--- src/rtl/bram_pkg.sv ---
// ---------------------------------------------------------------------------
// bram_pkg
// Definitions shared by the blockram playback reader and the ADC logging
// writer: fetch FSM state encoding, blockram word/byte addressing widths and
// the all-lanes Wishbone byte select.
// ---------------------------------------------------------------------------
package bram_pkg;

    typedef enum logic [1:0] {
        ST_IDLE  = 2'd0,
        ST_FETCH = 2'd1,
        ST_HOLD  = 2'd2,
        ST_DRAIN = 2'd3
    } fetch_state_e;

    // 8 kB blockram = 2048 x 32-bit words
    localparam int BRAM_ADR_W = 11;
    // Byte offset inside a 32-bit word
    localparam int BRAM_OFS_W = 2;

    localparam logic [3:0] WB_SEL_ALL = 4'b1111;

endpackage

--- src/rtl/bram_piso32.sv ---
// ---------------------------------------------------------------------------
// bram_piso32
// 32-bit parallel-in / serial-out shifter, LSB first, with the bit-rate
// divider and the bit clock generator.
//
// Ports:
//   clk, reset      clock, asynchronous active-high reset
//   clr             abort: stop shifting, force dat/bit_clk low
//   load, load_dat  load a new word (bit 0 appears on dat next cycle)
//   active          a word is being shifted out (registered)
//   active_nxt      value active takes at the next edge
//   ready_for_next  last bit of the current word ends this cycle
//   dat             serial data (registered)
//   bit_clk         bit clock, high in the second half of each bit (registered)
// ---------------------------------------------------------------------------
module bram_piso32 #(
    parameter int BIT_DIV = 16
) (
    input  logic        clk,
    input  logic        reset,
    input  logic        clr,
    input  logic        load,
    input  logic [31:0] load_dat,
    output logic        active,
    output logic        active_nxt,
    output logic        ready_for_next,
    output logic        dat,
    output logic        bit_clk
);

    localparam int DIV_W = (BIT_DIV > 2) ? $clog2(BIT_DIV) : 1;
    localparam logic [DIV_W-1:0] DIV_LAST = DIV_W'(BIT_DIV - 1);
    localparam logic [DIV_W-1:0] DIV_HALF = DIV_W'(BIT_DIV / 2);

    logic [31:0]      shift_q, shift_d;
    logic [DIV_W-1:0] div_ctr_q, div_ctr_d;
    logic [4:0]       bit_idx_q, bit_idx_d;
    logic             active_q, active_d;
    logic             dat_q, dat_d;
    logic             bit_clk_q, bit_clk_d;
    logic             bit_tick_s;

    assign bit_tick_s     = active_q && (div_ctr_q == DIV_LAST);
    assign ready_for_next = bit_tick_s && (bit_idx_q == 5'd31);

    // Next-state logic for the shifter, divider and bit clock
    always_comb begin
        shift_d   = shift_q;
        div_ctr_d = div_ctr_q;
        bit_idx_d = bit_idx_q;
        active_d  = active_q;
        dat_d     = dat_q;
        if (clr) begin
            active_d  = 1'b0;
            dat_d     = 1'b0;
            div_ctr_d = {DIV_W{1'b0}};
            bit_idx_d = 5'd0;
        end else if (load) begin
            shift_d   = load_dat;
            dat_d     = load_dat[0];
            div_ctr_d = {DIV_W{1'b0}};
            bit_idx_d = 5'd0;
            active_d  = 1'b1;
        end else if (ready_for_next) begin
            // word finished and nothing to load: go quiet
            active_d  = 1'b0;
            dat_d     = 1'b0;
            div_ctr_d = {DIV_W{1'b0}};
            bit_idx_d = 5'd0;
        end else if (bit_tick_s) begin
            shift_d   = {1'b0, shift_q[31:1]};
            dat_d     = shift_q[1];
            div_ctr_d = {DIV_W{1'b0}};
            bit_idx_d = bit_idx_q + 5'd1;
        end else if (active_q) begin
            div_ctr_d = div_ctr_q + DIV_W'(1);
        end else begin
            div_ctr_d = div_ctr_q;
        end
        // Clock derived from the next divider value so it stays aligned with dat
        bit_clk_d = active_d && (div_ctr_d >= DIV_HALF);
    end

    // Shifter state registers
    always_ff @(posedge clk or posedge reset) begin
        if (reset) begin
            shift_q   <= 32'd0;
            div_ctr_q <= {DIV_W{1'b0}};
            bit_idx_q <= 5'd0;
            active_q  <= 1'b0;
            dat_q     <= 1'b0;
            bit_clk_q <= 1'b0;
        end else begin
            shift_q   <= shift_d;
            div_ctr_q <= div_ctr_d;
            bit_idx_q <= bit_idx_d;
            active_q  <= active_d;
            dat_q     <= dat_d;
            bit_clk_q <= bit_clk_d;
        end
    end

    assign active     = active_q;
    assign active_nxt = active_d;
    assign dat        = dat_q;
    assign bit_clk    = bit_clk_q;

endmodule

--- src/rtl/bram_playback.sv ---
// ---------------------------------------------------------------------------
// bram_playback
// Reads 32-bit words sequentially from blockram over Wishbone and plays them
// LSB-first on a 1-bit serial stream with a generated bit clock. One word is
// held in a holding register while the previous word shifts out.
//
// Build option: define BRAM_PLAYBACK_LOOP_EN to wrap from LAST_ADR back to 0
// and play continuously until stop or underrun (no DRAIN state).
//
// Ports:
//   wb_clk_i, reset      clock, asynchronous active-high reset
//   start, stop          one-cycle control pulses (stop wins)
//   busy                 FSM not idle or stream active
//   underrun             sticky: no word ready at a word boundary
//   word_cnt             words completely shifted out since start
//   dac_dat, dac_clk     serial data and bit clock (rises mid-bit)
//   wb_*                 Wishbone read master
// ---------------------------------------------------------------------------
import bram_pkg::*;

module bram_playback #(
    parameter int ADR_W    = BRAM_ADR_W,
    parameter int LAST_ADR = 2047,
    parameter int BIT_DIV  = 16
) (
    input  logic        wb_clk_i,
    input  logic        reset,
    input  logic        start,
    input  logic        stop,
    output logic        busy,
    output logic        underrun,
    output logic [15:0] word_cnt,
    output logic        dac_dat,
    output logic        dac_clk,
    output logic        wb_cyc_o,
    output logic        wb_stb_o,
    output logic        wb_we_o,
    output logic [3:0]  wb_sel_o,
    output logic [31:0] wb_adr_o,
    input  logic [31:0] wb_dat_i,
    input  logic        wb_ack_i
);

    fetch_state_e     state_q, state_d;
    logic [ADR_W-1:0] adr_ctr_q, adr_ctr_d;
    logic [31:0]      hold_q, hold_d;
    logic             hold_valid_q, hold_valid_d;
    logic             abort_q, abort_d;
    logic             underrun_q, underrun_d;
    logic [15:0]      word_cnt_q, word_cnt_d;
    logic             cyc_q, cyc_d;
    logic [3:0]       sel_q, sel_d;
    logic             busy_q, busy_d;

    logic stream_active_s, stream_nxt_s, word_end_s;
    logic shift_load_s, underrun_now_s;

    // Load when the shifter is idle or just finished a word; never while
    // aborting, so stale data is never played.
    assign shift_load_s   = hold_valid_q && !stop && !abort_q &&
                            (!stream_active_s || word_end_s);
    assign underrun_now_s = word_end_s && !hold_valid_q && !stop &&
                            (state_q != ST_DRAIN);

    bram_piso32 #(
        .BIT_DIV(BIT_DIV)
    ) u_piso (
        .clk            (wb_clk_i),
        .reset          (reset),
        .clr            (stop),
        .load           (shift_load_s),
        .load_dat       (hold_q),
        .active         (stream_active_s),
        .active_nxt     (stream_nxt_s),
        .ready_for_next (word_end_s),
        .dat            (dac_dat),
        .bit_clk        (dac_clk)
    );

    // Fetch FSM, holding register and status next-state logic
    always_comb begin
        state_d   = state_q;
        adr_ctr_d = adr_ctr_q;
        hold_d    = hold_q;
        abort_d   = abort_q;
        cyc_d     = cyc_q;
        sel_d     = sel_q;

        if (stop || shift_load_s) begin
            hold_valid_d = 1'b0;
        end else begin
            hold_valid_d = hold_valid_q;
        end

        if (word_end_s && !stop) begin
            word_cnt_d = word_cnt_q + 16'd1;
        end else begin
            word_cnt_d = word_cnt_q;
        end

        if (underrun_now_s) begin
            underrun_d = 1'b1;
        end else begin
            underrun_d = underrun_q;
        end

        case (state_q)
            ST_IDLE: begin
                if (start && !stop) begin
                    adr_ctr_d  = {ADR_W{1'b0}};
                    underrun_d = 1'b0;
                    word_cnt_d = 16'd0;
                    abort_d    = 1'b0;
                    cyc_d      = 1'b1;
                    sel_d      = WB_SEL_ALL;
                    state_d    = ST_FETCH;
                end else begin
                    state_d = ST_IDLE;
                end
            end
            ST_FETCH: begin
                if (cyc_q && wb_ack_i) begin
                    cyc_d = 1'b0;
                    sel_d = 4'b0000;
                    if (abort_q || stop || underrun_now_s) begin
                        // bus cycle closed; the returned word is dropped
                        abort_d = 1'b0;
                        state_d = ST_IDLE;
                    end else begin
                        hold_d       = wb_dat_i;
                        hold_valid_d = 1'b1;
                        if (adr_ctr_q == ADR_W'(LAST_ADR)) begin
`ifdef BRAM_PLAYBACK_LOOP_EN
                            adr_ctr_d = {ADR_W{1'b0}};
                            state_d   = ST_HOLD;
`else
                            state_d   = ST_DRAIN;
`endif
                        end else begin
                            adr_ctr_d = adr_ctr_q + ADR_W'(1);
                            state_d   = ST_HOLD;
                        end
                    end
                end else if (stop || underrun_now_s) begin
                    // Wishbone cycle must complete before going idle
                    abort_d = 1'b1;
                end else begin
                    state_d = ST_FETCH;
                end
            end
            ST_HOLD: begin
                if (stop) begin
                    state_d = ST_IDLE;
                end else if (!hold_valid_q) begin
                    cyc_d   = 1'b1;
                    sel_d   = WB_SEL_ALL;
                    state_d = ST_FETCH;
                end else begin
                    state_d = ST_HOLD;
                end
            end
            ST_DRAIN: begin
                if (stop) begin
                    state_d = ST_IDLE;
                end else if (!hold_valid_q && (word_end_s || !stream_active_s)) begin
                    state_d = ST_IDLE;
                end else begin
                    state_d = ST_DRAIN;
                end
            end
            default: begin
                state_d = ST_IDLE;
            end
        endcase

        busy_d = (state_d != ST_IDLE) || stream_nxt_s;
    end

    // Fetch FSM and status registers
    always_ff @(posedge wb_clk_i or posedge reset) begin
        if (reset) begin
            state_q      <= ST_IDLE;
            adr_ctr_q    <= {ADR_W{1'b0}};
            hold_q       <= 32'd0;
            hold_valid_q <= 1'b0;
            abort_q      <= 1'b0;
            underrun_q   <= 1'b0;
            word_cnt_q   <= 16'd0;
            cyc_q        <= 1'b0;
            sel_q        <= 4'b0000;
            busy_q       <= 1'b0;
        end else begin
            state_q      <= state_d;
            adr_ctr_q    <= adr_ctr_d;
            hold_q       <= hold_d;
            hold_valid_q <= hold_valid_d;
            abort_q      <= abort_d;
            underrun_q   <= underrun_d;
            word_cnt_q   <= word_cnt_d;
            cyc_q        <= cyc_d;
            sel_q        <= sel_d;
            busy_q       <= busy_d;
        end
    end

    assign busy     = busy_q;
    assign underrun = underrun_q;
    assign word_cnt = word_cnt_q;
    assign wb_cyc_o = cyc_q;
    assign wb_stb_o = cyc_q;
    assign wb_we_o  = 1'b0;
    assign wb_sel_o = sel_q;
    assign wb_adr_o = {{(32 - ADR_W - BRAM_OFS_W){1'b0}}, adr_ctr_q, {BRAM_OFS_W{1'b0}}};

endmodule

--- config.mk ---
export PLATFORM = sky130hd
export DESIGN_NAME = bram_playback
export DESIGN_NICKNAME = d
export VERILOG_FILES = /design/src/rtl/bram_pkg.sv /design/src/rtl/bram_piso32.sv /design/src/rtl/bram_playback.sv
export SDC_FILE = /design/constraint.sdc
export NUM_CORES = 1
export LEC_CHECK = 0
export CORE_MARGIN = 5
export CORE_UTILIZATION = 48
export CTS_BUF_LIST = sky130_fd_sc_hd__clkbuf_16
export DETAILED_ROUTE_END_ITERATION = 10
export GPL_TIMING_DRIVEN = 0
export PLACE_DENSITY_LB_ADDON = 0.3
export SYNTH_ARGS = -nofsm -noshare
export SYNTH_HDL_FRONTEND = slang
export SYNTH_HIERARCHICAL = 1
export SYNTH_SLANG_ARGS = --single-unit
--- constraint.sdc ---
create_clock -name wb_clk_i -period 2.7 [get_ports wb_clk_i]
set_input_delay 0.54 -clock wb_clk_i [delete_from_list [all_inputs] [get_ports wb_clk_i]]
set_output_delay 0.54 -clock wb_clk_i [all_outputs]
set_load 0.02 [all_outputs]
After elaboration in Yosys (flattened, before gate mapping)
Index checks and enable logic that the tools add are counted.
Word-level totals
  register bits: 114
  output and inout bits: 59
  word-level logic and storage cells: 132
Operators by class
  add/sub/neg operators: 4
  magnitude comparators: 1
  equal/unequal tests: 16
  muxes and demuxes: 59
  bitwise gates (word level): 2
  reduce and logical (&&, ||, !) cells: 34
Operators with widths (number)
  32-bit two-way mux: 3
  16-bit two-way mux: 3
  11-bit two-way mux: 4
  4-bit two-way mux: 9
  1-bit two-way mux: 24
  11-bit case mux with 2 select lines: 1
  5-bit two-way mux: 4
  16-bit by 1-bit adder with 16-bit output, second input constant: 1
  2-bit two-way mux: 7
  2-bit != test, second input constant: 7
  1-bit logical AND: 13
  4-bit case mux with 3 select lines: 1
  11-bit by 1-bit adder with 11-bit output, second input constant: 1
  11-bit equality test, second input constant: 1
  5-bit AND reduction: 2
  2-bit case mux with 4 select lines: 1
  1-bit logical OR: 6
  3-bit != test, second input constant: 2
  3-bit AND reduction: 2
  2-bit nonzero test: 3
  5-bit by 1-bit adder with 5-bit output, second input constant: 1
  5-bit equality test, second input constant: 1
  4-bit by 1-bit adder with 4-bit output, second input constant: 1
  2-bit equality test, second input constant: 2
  other kinds (12): 16

Logic depth before layout (Yosys ltp)
Gate-level depths: netlist (run 1).
  depth after elaboration: 12
  depth in mapped cells: 12
  mapped depth without buffers: 10

By module
The synthesis (run 1) kept the hierarchy.
By module, submodules not included
  bram_playback: times used 1, cells each 279, area each 3136.8 um2, sequential area each 1651.6 um2
  bram_piso32: times used 1, cells each 244, area each 2382.3 um2, sequential area each 1076.0 um2

Worst setup path before layout (run 1)
No wires, ideal clock.
  path type: reg-to-reg
  start: reg u_piso.bit_idx_q[0]
  end: reg u_piso.shift_q[10]
  arrival: 2748 ps
  slack: -135 ps
  cell stages (with the launch flop): 12
  period minus slack after synthesis: 2835 ps
  cell sequence: dfrtp_1 ha_1 and3_1 ha_1 clkinv_1 nor2_1 nor2b_1 nor3_1 buf_4 clkbuf_1 nor2_1 a211oi_2
On the way
  word-level cells in the longest chain between the ends: 6
  elaborated cells on any way between the ends: 8
  classes of those cells: eq/ne: 2; mux: 1; reduce/logical: 5
RTL lines
  start, declared: line bram_piso32.sv:37  | logic [4:0] bit_idx_q, bit_idx_d;
  start signal, assigned: line bram_piso32.sv:96  | bit_idx_q <= bit_idx_d;
  5-bit equality test (*): line bram_piso32.sv:44  | assign ready_for_next = bit_tick_s && (bit_idx_q == 5'd31);
  1-bit logical AND (*): line bram_piso32.sv:44
  named net word_end_s: line bram_playback.sv:55  | logic stream_active_s, stream_nxt_s, word_end_s;
  1-bit logical OR (*): line bram_playback.sv:61  | (!stream_active_s || word_end_s);
  1-bit logical AND (*): line bram_playback.sv:60  | assign shift_load_s = hold_valid_q && !stop && !abort_q &&
  named net shift_load_s: line bram_playback.sv:56  | logic shift_load_s, underrun_now_s;
  2-bit by 1-bit != test with 1-bit output (no line) / 2-bit nonzero test (equally long branches)
  3-bit AND reduction (no line)
  end signal, assigned: line bram_piso32.sv:94  | shift_q <= shift_d;
  end, declared: line bram_piso32.sv:35  | logic [31:0] shift_q, shift_d;
Mark *: on every way through the listed nets, which the timed path passes. The rest lies on a longest branch.
A chain may end at the register's enable or synchronous reset.

Worst setup path in the final report (run 1)
  start: reg u_piso.bit_idx_q[1]
  end: reg adr_ctr_q[9]
On the way
  word-level cells in the longest chain between the ends: 8
RTL lines
  5-bit equality test: line bram_piso32.sv:44
  1-bit logical AND: line bram_piso32.sv:44
  named net word_end_s: line bram_playback.sv:55
  1-bit logical AND (3 in a row): line bram_playback.sv:62  | assign underrun_now_s = word_end_s && !hold_valid_q && !stop &&
  1-bit logical OR: line bram_playback.sv:125  | if (abort_q || stop || underrun_now_s) begin
  2-bit != test (no line)
  5-bit AND reduction (no line)
  end signal, assigned: line bram_playback.sv:183  | adr_ctr_q <= {ADR_W{1'b0}};
  end signal, assigned: line bram_playback.sv:194  | adr_ctr_q <= adr_ctr_d;
  end, declared: line bram_playback.sv:45  | logic [ADR_W-1:0] adr_ctr_q, adr_ctr_d;
The timed path passes the listed nets, and every way through them passes these cells.

==> results of run 1 <==
sequential cells by signal, indices dropped and copies added, names as in the netlist:
| name | flops |
|---|---|
| u_piso/dat | 1 |
| word_cnt | 16 |
| wb_sel_o | 1 |
| state_q | 2 |
| busy | 1 |
| abort_q | 1 |
| u_piso/bit_idx_q | 5 |
| u_piso/shift_q | 31 |
| adr_ctr_q | 11 |
| hold_q | 32 |
| underrun | 1 |
| u_piso/div_ctr_q | 4 |
| u_piso/bit_clk | 1 |
| u_piso/active | 1 |
| hold_valid_q | 1 |
cells by family (layout without fill, tap and decap cells):
| group | Yosys count | after routing | synth area share [%] |
|---|---|---|---|
| DFF | 109 | 109 | 49.4 |
| other | 1 | 22 | 0.0679 |
| adders and majority gates | 5 | 5 | 1.13 |
| AOI/OAI and AO/OA | 106 | 106 | 14.2 |
| xor gates and xnor gates | 23 | 23 | 3.65 |
| and+or+nand+nor | 174 | 174 | 16.6 |
| muxes | 35 | 35 | 7.07 |
| buffers and inverters | 70 | 165 | 7.89 |
critical path, cell delays in order (launching register included):
cell and delay, ps:
dfrtp_1 420, ha_2 210, and3_4 190, ha_4 180, clkinv_4 50, nor2_2 50, nor2b_1 140, or4_4 490
a211o_1 350, or3_1 320, a21oi_1 120
cells in the mapped netlist, types with 2 or more instances:
library cell,count
buf_2,9
o211ai_1,19
clkbuf_1,15
or3_1,6
and3_1,4
xnor2_1,7
xor2_1,16
a21oi_1,16
buf_6,6
nand2b_1,6
mux2_2,32
and4_1,2
ha_1,5
nand4_1,10
clkinv_1,2
nor2_1,53
nand3_1,14
a211oi_1,7
dfrtp_1,109
nor4_1,19
mux2i_1,3
inv_1,7
o22ai_1,19
nor2b_1,6
o21ai_0,10
nand2_1,35
a22oi_1,13
buf_4,31
o311ai_0,2
nor3_1,8
a211oi_2,11
metrics by stage:
stage          cells  hold WS (ps)  TNS (ps)  utilization [%]
3_3_place_gp     760           473    -71390             57.5
3_5_place_dp     762           492    -30580             57.9
5_1_grt          782           541         0             61.7
4_1_cts          779           514         0             61.1
2_1_floorplan    544           462         0                -
6_report         782           506         0             61.7
routing by layer:
layer	share of wire (%)	track usage, %	vias to the layer above
li1	-	-	2063
met3	6.6	4.99	22
met1	42	24.6	2130
met5	0	0	-
met4	2.3	6.04	0
met2	49	32.1	144
power groups by stage:
stage	logic [W]	registers (W)	clock network, W
floorplan	0.000231	0.00183	0
global placement	0.000337	0.00185	0
detailed placement	0.000355	0.00186	0
CTS	0.000357	0.00182	0.00137
global route	0.000391	0.00184	0.00144
finish	0.000355	0.00182	0.00133
path summary, 6_finish.rpt:
path                            slack [ps]                 from                 end
worst min-delay path                   510             underrun            underrun
max in group asynchronous             1500                reset           hold_q[7]
worst min register to register         510             underrun            underrun
min in group asynchronous              560                reset  u_piso/shift_q[23]
worst max-delay path                   120  u_piso/bit_idx_q[1]        adr_ctr_q[9]
worst max register to register         120  u_piso/bit_idx_q[1]        adr_ctr_q[9]
timing repair:
action | in CTS | in global routing
setup endpoints to repair | 99 | 70
hold buffers | 0 | 0
buffers inserted | 2 | 4
pin swaps | 0 | 7
gates resized for setup | 15 | 10
layout make-up:
class | instances | share of cell area (%)
Clock buffer | 9 | 3.23
Inverter | 9 | 0.555
Tap cell | 143 | 2.56
Buffer | 59 | 5.77
Clock inverter | 7 | 1.24
Timing Repair Buffer | 81 | 11.7
Sequential cell | 109 | 39.1
Multi-Input combinational cell | 365 | 35.9
==> results.yml, run 1 <==
status:
  status: "finished clean"
sta:
  max_slew_margin_pct: 41.8
  hold_viol: 0
  fmax_ghz: 0.388
  slew_viol_final: 0
  setup_viol: 0
  rsz0062_at_grt: "no"
  post-route-min-period_ps: 2580
  skew_ps: 13.2
  min_period_over_period_pct: 95.5
  setup_slack_ps: 120
  worstMarginPinSlew_ps: 867
setup_path:
  worstSetupEndpointType: "flop"
  critPathArrivalTime_ps: 2870
  critical_path_class: "flop to flop"
  rr_worst_depth: 10
  crit_path_start_kind: "flop"
  crit_required_ps: 2990
  crit_fanout: 8
placed_design:
  port_buffers: 73
  routabilityCongestion: 0.873
  place_area_sq_um: 6550
  hpwl_microns: 9270
  place_ws_ps: -552
power:
  p_int_w: 0.00261
  p_per_area_nw_per_um2: 502
  irDropWorstVdd_mv: 0.487
  p_total_w: 0.00351
  p_switching_w: 0.000901
  p_leak_nw: 3.08
  combPwrFrac_pct: 10.1
  pwr-share-clk_pct: 37.9
  p_sw_share_pct: 25.7
  seqPwrFrac_pct: 52.0
logic_synthesis:
  syn_avg_cell_area_sq_um: 10.6
  synth_ff_type: "dfrtp_1"
  ys_top_cells_by_area: "dfrtp_1, mux2_2, buf_4, nor2_1, o211ai_1"
  syn_area_sq_um: 5520
  synth_edf_count: 0
  seq_area_frac_synth_pct: 49.4
  synth_top_cell_by_area: "dfrtp_1"
  netlist_instances: 523
  yosysWarnings: 6
  synth_top_area_share_pct: 49.4
  synth-async-reset-ratio_pct: 100
  yosys_register_bits: 109
  synth_cell_types: 52
final_layout:
  layout_commonest_cell: "dfrtp_1"
  n_antenna_cell: 0
  fill_cells: 962
  synthToLayoutAreaGrowth_pct: 26.5
  final_cell_mix: "dfrtp_1, clkdlybuf4s50_1, nor2_1, buf_4, nand2_1"
  drive_gt1_share_pct: 21.3
  multi_input_area_sq_um: 2510
  seq_area_sq_um: 2730
  final_nets: 676
  stdcell_area_sq_um: 6980
min_path:
  min_path_cells: 2
  hp-class: "flop to flop"
grt:
  grt_pass1_vias: 4390
  groute.usage.overall_pct: 19.3
  grt_max_degree: 44
  antenna_found_initial: 0
  grt_overflow: 0
  grt_pass1_wl_microns: 20900
routing:
  routedWlPerCell_microns: 16.7
  viasPerCell: 5.57
  drc: 0
  drt_wl_total_microns: 13000
  vias: 4359
  drt-initial-drc-count: 295
  drt_pass1_iterations: 5
  ant_nets: 0
floorplan:
  rows: 39
  die_w_microns: 117
  design.portCount: 96
  start_util_pct: 48.8
  die_h_microns: 117
  core_sq_um: 11300
  die_area_sq_um: 13700
cts:
  clock-sinks: 109
  clkTransAtPathRegs_ps: 80
  clk_latency_ps: 360
  cts_buffer_depth: 2
  root_buffer: "clkbuf_16"
  cts_buffers: 9
  cts-htree-levels: 3
  cts_tree: "done"
job:
  drv_cap: 0
No activity file was read; power rests on OpenSTA's default activity.
==> run 2: changes to the inputs <==
--- a/config.mk
+++ b/config.mk
@@ -11,6 +11,7 @@
 export DETAILED_ROUTE_END_ITERATION = 10
 export GPL_TIMING_DRIVEN = 0
 export PLACE_DENSITY_LB_ADDON = 0.3
+export REMOVE_ABC_BUFFERS = 1
 export SYNTH_ARGS = -nofsm -noshare
 export SYNTH_HDL_FRONTEND = slang
 export SYNTH_HIERARCHICAL = 1
==> results.yml, run 2 (synthesized netlist as in run 1, its figures left out) <==
floorplan:
  die_area_sq_um: 13700
  start_util_pct: 48.8
  rows: 39
  design.portCount: 96
  core_sq_um: 11300
  die_w_microns: 117
  die_h_microns: 117
setup_path:
  critPathArrivalTime_ps: 2840
  crit_required_ps: 2930
  critical_path_class: "flop to flop"
  worstSetupEndpointType: "flop"
  crit_path_cell_trace: "ha_2, and3_4, ha_4, clkinv_8, nor2_2, nor2b_4, or4_2, mux2_2"
  crit_family: "simple AND/OR/NAND/NOR gates"
  r2r-start: "u_piso/bit_idx_q[0]"
  cp_num_buf_inv: 1
  crit_start: "u_piso/bit_idx_q[0]"
  crit_fanout: 11
  worst_path_max_delay_cell: "or4_2"
  slowest_delay_ps: 840
  crit_path_start_kind: "flop"
placed_design:
  hpwl_microns: 7760
  place_ws_ps: -1710
  port_buffers: 73
  routabilityCongestion: 0.817
  placed_cells: 703
final_layout:
  final_cell_mix: "dfrtp_1, clkdlybuf4s50_1, nor2_1, nand2_1, mux2_2"
  drive_gt1_share_pct: 17.9
  layout_commonest_cell: "dfrtp_1"
  finalNonFillerCells: 735
  multi_input_area_sq_um: 2580
  largest_reg_flops: 32
  fill_cells: 958
  seq_area_sq_um: 2730
  n_antenna_cell: 0
  final_nets: 631
  largest-register: "hold_q"
  synthToLayoutAreaGrowth_pct: 21.9
min_path:
  min_from: "hold_q[31]"
  hp-class: "flop to flop"
sta:
  tns_ps: 0
  hold_slack_ps: 507
  worstMarginPinSlew_ps: 976
  skew_ps: 8.80
  max_slew_margin_pct: 34.9
  setup_slack_ps: 88.2
  slew_viol_final: 0
  setup_viol: 0
  post-route-min-period_ps: 2610
  min_period_over_period_pct: 96.7
  fmax_ghz: 0.383
  hold_viol: 0
grt:
  groute.usage.overall_pct: 19.9
  antenna_found_initial: 0
  grt_overflow: 0
  grt_max_degree: 43
  grt_pass1_vias: 4240
  grt_pass1_wl_microns: 21500
cts:
  cts_hold_buf: 0
  cts-htree-levels: 3
  cts_buffers: 9
  cts_buffer_depth: 2
  clock-sinks: 109
  clk_latency_ps: 340
  root_buffer: "clkbuf_16"
  clkTransAtPathRegs_ps: 70
  cts_tree: "done"
routing:
  viasPerCell: 5.90
  ant_nets: 0
  routedWlPerCell_microns: 17.7
  vias: 4337
  drc: 0
  drt-initial-drc-count: 294
  drt_pass1_iterations: 5
  drt_wl_total_microns: 13000
job:
  drv_cap: 0
power:
  p_leak_nw: 2.88
  p_per_area_nw_per_um2: 521
  irDropWorstVdd_mv: 0.365
status:
  status: "finished clean"
run 2: cell types whose count changed in the layout (fill, tap and decap cells not counted), moves of 3 or more:
| cell | previous run | this run |
|---|---|---|
| clkbuf_1 | 10 | 0 |
| clkinvlp_4 | 0 | 3 |
| buf_2 | 7 | 0 |
| buf_4 | 37 | 12 |
| buf_6 | 6 | 2 |
| clkinv_2 | 0 | 3 |
run 2: through the flow:
stage	cell area (sq um)	utilization [%]	power, W
after floorplan	5200	-	0.00203
after global placement	6110	53.9	0.00215
after detailed placement	6170	54.5	0.00217
after CTS	6700	59.2	0.00354
after global routing	6730	59.4	0.00365
final	6730	59.4	0.00351
run 2: path summary, 6_finish.rpt:
kind	slack, ps	cells after the start	to
max in group asynchronous	1280	3	state_q[1]
min	510	1	hold_q[31]
max	90	8	hold_q[4]
min in group asynchronous	530	2	u_piso/div_ctr_q[3]
min reg2reg	510	1	hold_q[31]
max reg2reg	90	8	hold_q[4]
run 2: final cells by class:
cell class | instances | area share, %
sequential | 109 | 40.6
clock buffer | 9 | 3.35
inverter | 9 | 0.763
timing repair buffer | 89 | 13.1
clock inverter | 5 | 1.15
multi-input combinational | 370 | 38.4
timing repair inverter | 1 | 0.112
tap | 143 | 2.66
run 2: report_power, final:
| part | internal, W | switching, W | leakage [nW] |
|---|---|---|---|
| sequential | 0.00175 | 0.0000744 | 1.42 |
| combinational | 0.000167 | 0.000150 | 1.31 |
| clock | 0.000800 | 0.000569 | 0.147 |
run 2: per-layer routing:
layer | routed length (microns) | vias up | global-route usage [%] | part of all wire [%]
met5 | 0 | - | 0 | 0
met4 | 283 | 0 | 6.65 | 2.2
met3 | 881 | 27 | 3.86 | 6.8
met2 | 6290 | 164 | 32.2 | 48
met1 | 5520 | 2161 | 26.9 | 43
li1 | - | 1985 | - | -
run 2: what timing repair did:
action	CTS	global route
buffers inserted	11	1
gates resized for setup	23	6
endpoints found under the setup margin	108	44
pin swaps	4	2
gates cloned	5	1
==> run 3: changes to the inputs <==
--- a/config.mk
+++ b/config.mk
@@ -11,6 +11,7 @@
 export DETAILED_ROUTE_END_ITERATION = 10
 export GPL_TIMING_DRIVEN = 0
 export PLACE_DENSITY_LB_ADDON = 0.3
+export RECOVER_POWER = 100
 export REMOVE_ABC_BUFFERS = 1
 export SYNTH_ARGS = -nofsm -noshare
 export SYNTH_HDL_FRONTEND = slang
==> results.yml, run 3 (synthesized netlist as in run 1, its figures left out) <==
cts:
  cts-htree-levels: 3
  clk_latency_ps: 340
  cts_buffers: 9
  cts_tree: "done"
  clkTransAtPathRegs_ps: 70
  cts_hold_buf: 0
  cts_buffer_depth: 2
  root_buffer: "clkbuf_16"
  clock-sinks: 109
routing:
  drt_pass1_iterations: 5
  vias: 4280
  ant_nets: 0
  viasPerCell: 5.82
  routedWlPerCell_microns: 17.6
  drt-initial-drc-count: 267
  drt_wl_total_microns: 12900
  drc: 0
grt:
  grt_pass1_vias: 4240
  groute.usage.overall_pct: 19.9
  grt_overflow: 0
  grt_pass1_wl_microns: 21500
  grt_max_degree: 43
  antenna_found_initial: 0
placed_design:
  hpwl_microns: 7760
  routabilityCongestion: 0.817
  port_buffers: 73
  placed_cells: 703
sta:
  skew_ps: 8.64
  hold_viol: 0
  post-route-min-period_ps: 2620
  max_slew_margin_pct: -9.91
  min_period_over_period_pct: 97.0
  worstMarginPinSlew_ps: 1650
  setup_viol: 0
  fmax_ghz: 0.382
  slew_viol_final: 42
status:
  status: "finished, violations left"
  violations: "max-capacitance violations, max-slew violations"
final_layout:
  drive_gt1_share_pct: 17.6
  final_nets: 631
  largest_reg_flops: 32
  finalNonFillerCells: 735
  final_cell_mix: "dfrtp_1, nor2_1, dlygate4sd3_1, nand2_1, clkdlybuf4s50_1"
  n_antenna_cell: 0
  fill_cells: 960
  fin_util_pct: 59.3
  synthToLayoutAreaGrowth_pct: 21.6
  layout_commonest_cell: "dfrtp_1"
  largest-register: "hold_q"
floorplan:
  rows: 39
  core_sq_um: 11300
  die_area_sq_um: 13700
  start_util_pct: 48.8
  die_h_microns: 117
  design.portCount: 96
  die_w_microns: 117
setup_path:
  crit_fanout: 11
  critPathArrivalTime_ps: 2850
  worstSetupEndpointType: "flop"
  critical_path_class: "flop to flop"
  crit_path_start_kind: "flop"
  crit_required_ps: 2930
power:
  combPwrFrac_pct: 8.8
  p_switching_w: 0.000792
  p_sw_share_pct: 22.6
  p_per_area_nw_per_um2: 521
  pwr-share-clk_pct: 39.1
  p_total_w: 0.00350
  p_int_w: 0.00271
  p_leak_nw: 3.00
  seqPwrFrac_pct: 52.1
  irDropWorstVdd_mv: 0.365
job:
  drv_cap: 1
min_path:
  hp-class: "flop to flop"
## run 3: cell count changes in the layout (fill, tap and decap cells not counted)
cell | previous run | this run
inv_1 | 4 | 6
buf_12 | 2 | 1
clkdlybuf4s50_1 | 72 | 33
dlygate4sd3_1 | 0 | 39
inv_2 | 2 | 0
clkbuf_2 | 1 | 2
## run 3: layout make-up
class | count | area [sq um] | share of cell area (%)
Timing Repair Buffer | 89 | 863 | 12.9
Tap cell | 143 | 179 | 2.67
Multi-Input combinational cell | 370 | 2580 | 38.4
Inverter | 9 | 51.3 | 0.764
Clock buffer | 9 | 225 | 3.36
Sequential cell | 109 | 2730 | 40.6
Clock inverter | 5 | 77.6 | 1.16
Timing Repair inverter | 1 | 7.51 | 0.112
## run 3: worst max-delay path, stage by stage, from the launching register on
cell and delay [ps]:
dfrtp_1 400, ha_2 210, and3_4 190, ha_4 180, clkinv_8 80, nor2_2 70, nor2b_4 170, or4_2 840
mux2_2 350
## run 3: final timing paths
check	startpoint	endpoint	slack (ps)	cells past startpoint
setup / recovery	u_piso/bit_idx_q[0]	hold_q[4]	80	8
hold / removal	hold_q[31]	hold_q[31]	510	1
setup reg to reg	u_piso/bit_idx_q[0]	hold_q[4]	80	8
hold reg to reg	hold_q[31]	hold_q[31]	510	1
max in group asynchronous	reset	hold_q[7]	550	2
min in group asynchronous	reset	u_piso/div_ctr_q[3]	710	2
## run 3: stage by stage
stage / worst slack, ps / hold slack [ps] / setup TNS, ps / cell area [sq um]
floorplan: -2580 / 462 / -115790 / 5200
global placement: -4730 / 480 / -292540 / 6110
detailed placement: -1710 / 488 / -116320 / 6170
CTS: 25.9 / 507 / 0 / 6700
global route: -3.89 / 528 / -3.89 / 6710
finish: 79.9 / 508 / 0 / 6710
## run 3: power groups by stage
stage               logic, W  registers, W  clock network, W
finish              0.000309       0.00182           0.00137
CTS                 0.000321       0.00182           0.00139
detailed placement  0.000319       0.00185                 0
global route        0.000345       0.00184           0.00147
floorplan           0.000192       0.00183                 0
global placement    0.000301       0.00185                 0
## run 3: layer usage
layer	global-route usage [%]	wire, microns	up-vias	share of wire (%)
met3	3.86	769	21	5.9
met5	0	0	-	0
li1	-	-	1992	-
met1	26.9	5630	2129	44
met4	6.65	262	0	2.0
met2	32.2	6270	138	48
## run 3: timing repair
action                     CTS  global route
setup buffers               11             1
hold endpoints to repair     0             0
cloned                       5             1
pin swaps                    4             2
setup endpoints to repair  108            44
resized for setup           23             6
